## src/rtl/multicycle_datapath.sv

```systemverilog
// Multicycle ARM-subset core: datapath and step controller behind one shared memory port.
// Define MCDP_PERF_EN to add the cycle_cnt / retired_cnt performance counters.
module multicycle_datapath #(
    parameter logic [31:0] RESET_PC  = 32'h0000_0000,
    parameter int unsigned NREGS     = 16,
    parameter int unsigned STALL_MAX = 0
) (
    input  logic        clk,
    input  logic        reset,
    output logic        mem_req,
    output logic        mem_we,
    output logic [31:0] mem_addr,
    output logic [31:0] mem_wdata,
    input  logic [31:0] mem_rdata,
    input  logic        mem_ready,
    output logic [31:0] pc,
    output logic [3:0]  alu_flags,
    output logic        instr_done,
    output logic        mem_err
`ifdef MCDP_PERF_EN
    ,
    output logic [31:0] cycle_cnt,
    output logic [31:0] retired_cnt
`endif
);

    typedef enum logic [2:0] {
        S_FETCH, S_DECODE, S_EXEC, S_MEMRD, S_MEMWR, S_WB, S_ERR
    } state_t;

    state_t      state;
    logic [31:0] ir, a_reg, b_reg, alu_out, mdr;
    logic [31:0] stall_cnt;
    logic [31:0] rf [0:NREGS-1];

    logic [3:0]  cond, cmd, rn, rd, rm;
    logic [1:0]  op;
    logic        imm_sel, s_bit;

    assign cond    = ir[31:28];
    assign op      = ir[27:26];
    assign imm_sel = ir[25];
    assign cmd     = ir[24:21];
    assign s_bit   = ir[20];   // S for data processing, L for LDR/STR
    assign rn      = ir[19:16];
    assign rd      = ir[15:12];
    assign rm      = ir[3:0];

    // R15 reads as pc+4 here because pc already advanced past the fetched word
    logic [31:0] rn_val, rm_val, rd_val;
    assign rn_val = (rn == 4'd15) ? pc + 32'd4 : rf[rn];
    assign rm_val = (rm == 4'd15) ? pc + 32'd4 : rf[rm];
    assign rd_val = (rd == 4'd15) ? pc + 32'd4 : rf[rd];

    logic [31:0] src_b, alu_res, addr_sum, br_target;
    logic [32:0] add_w, sub_w;
    logic        c_out, v_out, dp_valid, cond_ok;
    logic [3:0]  flags_n;

    always_comb begin
        src_b    = imm_sel ? {24'd0, ir[7:0]} : b_reg;
        add_w    = {1'b0, a_reg} + {1'b0, src_b};
        sub_w    = {1'b0, a_reg} + {1'b0, ~src_b} + 33'd1;
        alu_res  = '0;
        c_out    = 1'b0;
        v_out    = 1'b0;
        dp_valid = 1'b1;
        case (cmd)
            4'b0100: begin
                alu_res = add_w[31:0];
                c_out   = add_w[32];
                v_out   = (a_reg[31] == src_b[31]) && (add_w[31] != a_reg[31]);
            end
            4'b0010: begin
                alu_res = sub_w[31:0];
                c_out   = sub_w[32];
                v_out   = (a_reg[31] != src_b[31]) && (sub_w[31] != a_reg[31]);
            end
            4'b0000: alu_res = a_reg & src_b;
            4'b1100: alu_res = a_reg | src_b;
            default: dp_valid = 1'b0;
        endcase
        flags_n = {alu_res[31], (alu_res == 32'd0), c_out, v_out};
    end

    always_comb begin
        case (cond)
            4'b0000: cond_ok = alu_flags[2];
            4'b0001: cond_ok = ~alu_flags[2];
            4'b1110: cond_ok = 1'b1;
            default: cond_ok = 1'b0;
        endcase
    end

    assign addr_sum  = a_reg + {20'd0, ir[11:0]};
    assign br_target = pc + 32'd4 + {{6{ir[23]}}, ir[23:0], 2'b00};

    logic stalled, timeout;
    assign stalled = mem_req && !mem_ready;
    assign timeout = (STALL_MAX != 0) && stalled && (stall_cnt == STALL_MAX - 1);

    logic        rf_we;
    logic [31:0] wb_data;
    assign rf_we   = (state == S_WB) && (rd != 4'd15);
    assign wb_data = (op == 2'b01) ? mdr : alu_out;

    always_ff @(posedge clk) begin
        if (rf_we)
            rf[rd] <= wb_data;
    end

    always_ff @(posedge clk or negedge reset) begin
        if (!reset) begin
            state      <= S_FETCH;
            pc         <= RESET_PC;
            alu_flags  <= '0;
            instr_done <= 1'b0;
            mem_err    <= 1'b0;
            mem_req    <= 1'b0;
            mem_we     <= 1'b0;
            mem_addr   <= '0;
            mem_wdata  <= '0;
            ir         <= '0;
            a_reg      <= '0;
            b_reg      <= '0;
            alu_out    <= '0;
            mdr        <= '0;
            stall_cnt  <= '0;
        end else begin
            instr_done <= 1'b0;
            stall_cnt  <= stalled ? stall_cnt + 32'd1 : '0;
            if (timeout) begin
                state   <= S_ERR;
                mem_err <= 1'b1;
                mem_req <= 1'b0;
                mem_we  <= 1'b0;
            end else begin
                case (state)
                    S_FETCH: begin
                        // first fetch after reset has to raise the request itself
                        if (!mem_req) begin
                            mem_req  <= 1'b1;
                            mem_we   <= 1'b0;
                            mem_addr <= {pc[31:2], 2'b00};
                        end else if (mem_ready) begin
                            ir      <= mem_rdata;
                            pc      <= pc + 32'd4;
                            mem_req <= 1'b0;
                            state   <= S_DECODE;
                        end
                    end
                    S_DECODE: begin
                        a_reg <= rn_val;
                        b_reg <= (op == 2'b01 && !s_bit) ? rd_val : rm_val;
                        state <= S_EXEC;
                    end
                    S_EXEC: begin
                        if (cond_ok && op == 2'b01) begin
                            alu_out   <= addr_sum;
                            mem_req   <= 1'b1;
                            mem_we    <= ~s_bit;
                            mem_addr  <= {addr_sum[31:2], 2'b00};
                            mem_wdata <= b_reg;
                            state     <= s_bit ? S_MEMRD : S_MEMWR;
                        end else if (cond_ok && op == 2'b00 && dp_valid && rd != 4'd15) begin
                            alu_out <= alu_res;
                            if (s_bit)
                                alu_flags <= flags_n;
                            state <= S_WB;
                        end else begin
                            if (cond_ok && op == 2'b00 && dp_valid && s_bit)
                                alu_flags <= flags_n;
                            instr_done <= 1'b1;
                            state      <= S_FETCH;
                            mem_req    <= 1'b1;
                            mem_we     <= 1'b0;
                            if (cond_ok && op == 2'b10) begin
                                pc       <= br_target;
                                mem_addr <= {br_target[31:2], 2'b00};
                            end else begin
                                mem_addr <= {pc[31:2], 2'b00};
                            end
                        end
                    end
                    S_MEMRD: begin
                        if (mem_ready) begin
                            mdr     <= mem_rdata;
                            mem_req <= 1'b0;
                            state   <= S_WB;
                        end
                    end
                    S_MEMWR: begin
                        if (mem_ready) begin
                            instr_done <= 1'b1;
                            state      <= S_FETCH;
                            mem_req    <= 1'b1;
                            mem_we     <= 1'b0;
                            mem_addr   <= {pc[31:2], 2'b00};
                        end
                    end
                    S_WB: begin
                        instr_done <= 1'b1;
                        state      <= S_FETCH;
                        mem_req    <= 1'b1;
                        mem_we     <= 1'b0;
                        mem_addr   <= {pc[31:2], 2'b00};
                    end
                    S_ERR: begin
                        mem_req <= 1'b0;
                        mem_we  <= 1'b0;
                    end
                    default: state <= S_FETCH;
                endcase
            end
        end
    end

`ifdef MCDP_PERF_EN
    always_ff @(posedge clk or negedge reset) begin
        if (!reset) begin
            cycle_cnt   <= '0;
            retired_cnt <= '0;
        end else if (state != S_ERR) begin
            cycle_cnt <= cycle_cnt + 32'd1;
            if (instr_done)
                retired_cnt <= retired_cnt + 32'd1;
        end
    end
`endif

endmodule

```

## config.mk

```make
export PLATFORM = sky130hd
export DESIGN_NAME = multicycle_datapath
export DESIGN_NICKNAME = d
export VERILOG_FILES = /design/src/rtl/multicycle_datapath.sv
export SDC_FILE = /design/constraint.sdc
export NUM_CORES = 2
export LEC_CHECK = 0
export CAP_MARGIN = 30
export CORE_UTILIZATION = 57
export CTS_CLUSTER_DIAMETER = 150
export CTS_CLUSTER_SIZE = 40
export DETAILED_ROUTE_END_ITERATION = 16
export PLACE_DENSITY = 0.78
export SYNTH_ARGS = -nofsm -noshare
export SYNTH_HDL_FRONTEND = slang
export SYNTH_SLANG_ARGS = --single-unit
export TNS_END_PERCENT = 1
```

## constraint.sdc

```tcl
create_clock -name clk -period 5.05 [get_ports clk]
set_input_delay 0.7575 -clock clk [delete_from_list [all_inputs] [get_ports clk]]
set_output_delay 0.7575 -clock clk [all_outputs]
set_load 0.01 [all_outputs]
```

==> out/metrics.yaml <==
outcome: "finished, final reports clean"
synthFlopType: "edfxtp_1"
max_stage_delay_ns: 0.54
crit_fanout: 18
grt_start_max_net_pins: 134
crit_buf_inv: 3
cp-end-kind: "register"
pre_cts_ws_ns: 0.2448
dp_hpwl_um: 106300
crit_chain: "buf_12 -> mux2i_1 -> inv_1 -> ha_1 -> inv_1 -> fa_1 -> or2_2 -> a21oi_1 -> nor3_1 -> o31ai_1 -> xor2_1 -> a221oi_1 -> nand4_1 -> or4_1 -> nor4_1 -> nand4_1 -> nand2_1"
syn_avg_cell_area_um2: 12.78
drt_iter0_drc: 4877
finalNetCount: 3966
placedInstanceArea_um2: 50630
io_buffers: 133
fin_cells: 4854
hold_buffers: 0
cts_tree: "yes"
relSlewSlack_pct: 23.67
hold_class: "input port to asynchronous set/reset pin"
startpoint_type: "register"
cp.arrival_ns: 5.41
detail_route.vias_per_cell: 7.287
routed_wl_um: 152800
ys.warnings.count: 0
cts.sinks: 774
area_growth_pct: 7.845
synthTopCellsByArea: "edfxtp_1 32%, mux4_2 22%, dfrtp_1 14%"
worst_slew_pin_slew_ns: 1.145
largest_reg_flops: 512
drv_slew: 0
maxCapViolations: 0
path_class: "register to register"
dieHeight_um: 291.0
initial_utilization_pct: 57.80
routedWlPerCell_um: 31.49
cp-startpoint: "ir[25]"
route.detailed.drc: 0
num_rows: 105
final_util_pct: 62.33
setup_viol: 0
cp_top_family: "simple AND/OR/NAND/NOR gates"
overflow: 0
cts.clk_slew.worst_paths_ns: 0.17
grt_pass1_vias: 34530
vdd_ir_drop_max_mv: 0.5042
fmax_ghz: 0.2077
r2r_start: "ir[25]"
required_ns: 5.65
grtUsageTotal_pct: 35.94
synth_seq_cells: 774
cts_setup_buffers: 0
fin_ws_ns: 0.2356
grt_pass1_wl_um: 227100
die_w_um: 291.0
cts.path.max_buffers: 3
crit_slowest_cell: "or4_1"
cts_root_buf: "clkbuf_16"
syn_inst: 3724
io_pins: 139
design_area_um2: 51350
cts_buffers: 23
core_um2: 82370
synth_edf_count: 512
vias: 35370
fillers: 6075
htreeDepth: 1
synth-seq-area-share_pct: 46.06
die_area_um2: 84690
async_flop_share_pct: 33.85
antenna_found_initial: 4
dr.pass1.iters: 8
antenna_left: 0
synth_top_area_share_pct: 32.29
timing_hold_violations_final: 0
rsz0062_at_grt: "true"
place_congestion: 1.003
skew_ns: 0.06033
clock_latency_ns: 0.66
top_register: "rf"
period_needed_ns: 4.814
powerDensity_nw_per_um2: 686.1
synth.largest_area_cell: "edfxtp_1"
syn_area_um2: 47610
synthDistinctLibCells: 94
leakage_uw: 0.01851
drive_above_1_share_pct: 21.07
finalCritPeriodShare_pct: 95.34
cts_resized: 0
dp.cells: 4811
## power by group
group,switching [uW],total [uW],internal (uW)
Combinational,13200,22300,9190
Sequential,1610,10100,8480
Clock,1910,2800,889
## cells by family (layout without fill, tap and decap cells)
| group | count (synthesis) | in the layout | share of synthesized area (%) |
|---|---|---|---|
| xor+xnor | 95 | 95 | 1.748 |
| simple gates | 902 | 902 | 8.743 |
| buf+inv | 382 | 405 | 3.127 |
| other cells | 1 | 38 | 0.007876 |
| flops | 774 | 774 | 46.06 |
| compound gates | 797 | 797 | 10.78 |
| fa+ha+maj | 163 | 163 | 4.347 |
| mux | 610 | 610 | 25.18 |
## layout by cell type, fill, tap and decap left out, types with 20 or more instances in the layout
cell,count
nor3_1,38
mux4_2,459
mux2i_1,38
a211oi_1,25
xor2_1,28
edfxtp_1,512
and3_1,20
buf_4,108
inv_1,109
o22ai_1,21
xnor2_1,67
clkbuf_16,23
a21oi_1,190
nor2_1,220
nor2b_1,24
ha_1,159
o211ai_1,29
clkdlybuf4s50_1,132
nand2b_1,58
o21ai_0,218
nand3_1,56
conb_1,37
dfrtp_1,250
a21o_1,41
nand2_1,339
a31oi_1,49
mux2_2,113
a22oi_1,26
## layout make-up
| cell class | instances | area [um2] | area share (%) |
|---|---|---|---|
| Antenna cell | 1 | 2.502 | 0.004874 |
| Clock buffer | 38 | 631.9 | 1.231 |
| Clock inverter | 2 | 37.54 | 0.07310 |
| Inverter | 110 | 412.9 | 0.8042 |
| Multi-Input combinational cell | 2604 | 24530 | 47.77 |
| Sequential cell | 774 | 21960 | 42.78 |
| Tap cell | 1070 | 1339 | 2.607 |
| Timing Repair Buffer | 255 | 2430 | 4.732 |
## cells in the mapped netlist (16+ instances only)
library cell,n
nor2_1,236
a31oi_1,49
o31ai_1,16
edfxtp_1,512
inv_1,109
mux4_2,459
or3_1,20
nor3_1,44
buf_2,23
o211ai_1,29
a21o_1,41
o22ai_1,21
dfrtp_1,262
a211oi_1,25
clkbuf_1,183
mux2i_1,38
xnor2_1,67
nand2_1,341
a22oi_1,26
nand2b_1,58
nand4_1,19
nor2b_1,25
nand3_1,57
nor4_1,17
xor2_1,28
and3_1,20
o21ai_0,218
buf_1,59
ha_1,159
mux2_2,113
a21oi_1,190
## path summary, 6_finish.rpt
path,end,slack [ns],depth (start not counted)
setup / recovery,alu_flags[2],0.24,17
max in group asynchronous,ir[12],3.74,2
hold reg to reg,alu_out[25],0.50,2
min in group clk,alu_out[25],0.50,2
hold / removal,mem_wdata[30],0.1,1
setup reg to reg,alu_flags[2],0.24,17
## layer usage
metal	global-route usage (%)	share of wire [%]	vias up	routed length [um]
met3	8.620	13	493	19360
met1	47.90	36	17660	54420
met2	56.63	47	2659	71100
met5	0	0.022	-	34
met4	15.54	5.2	6	7933
li1	-	-	14560	-
## stage by stage
step	hold WS, ns	setup TNS, ns	power [uW]
after floorplan	0.4348	0	24610
after detailed placement	0.4574	0	31770
after global placement	0.4563	0	31360
after CTS	0.1523	0	34550
after global routing	0.1650	-0.01524	36840
final	0.09806	0	35230
(Power assumes the default switching activity.)
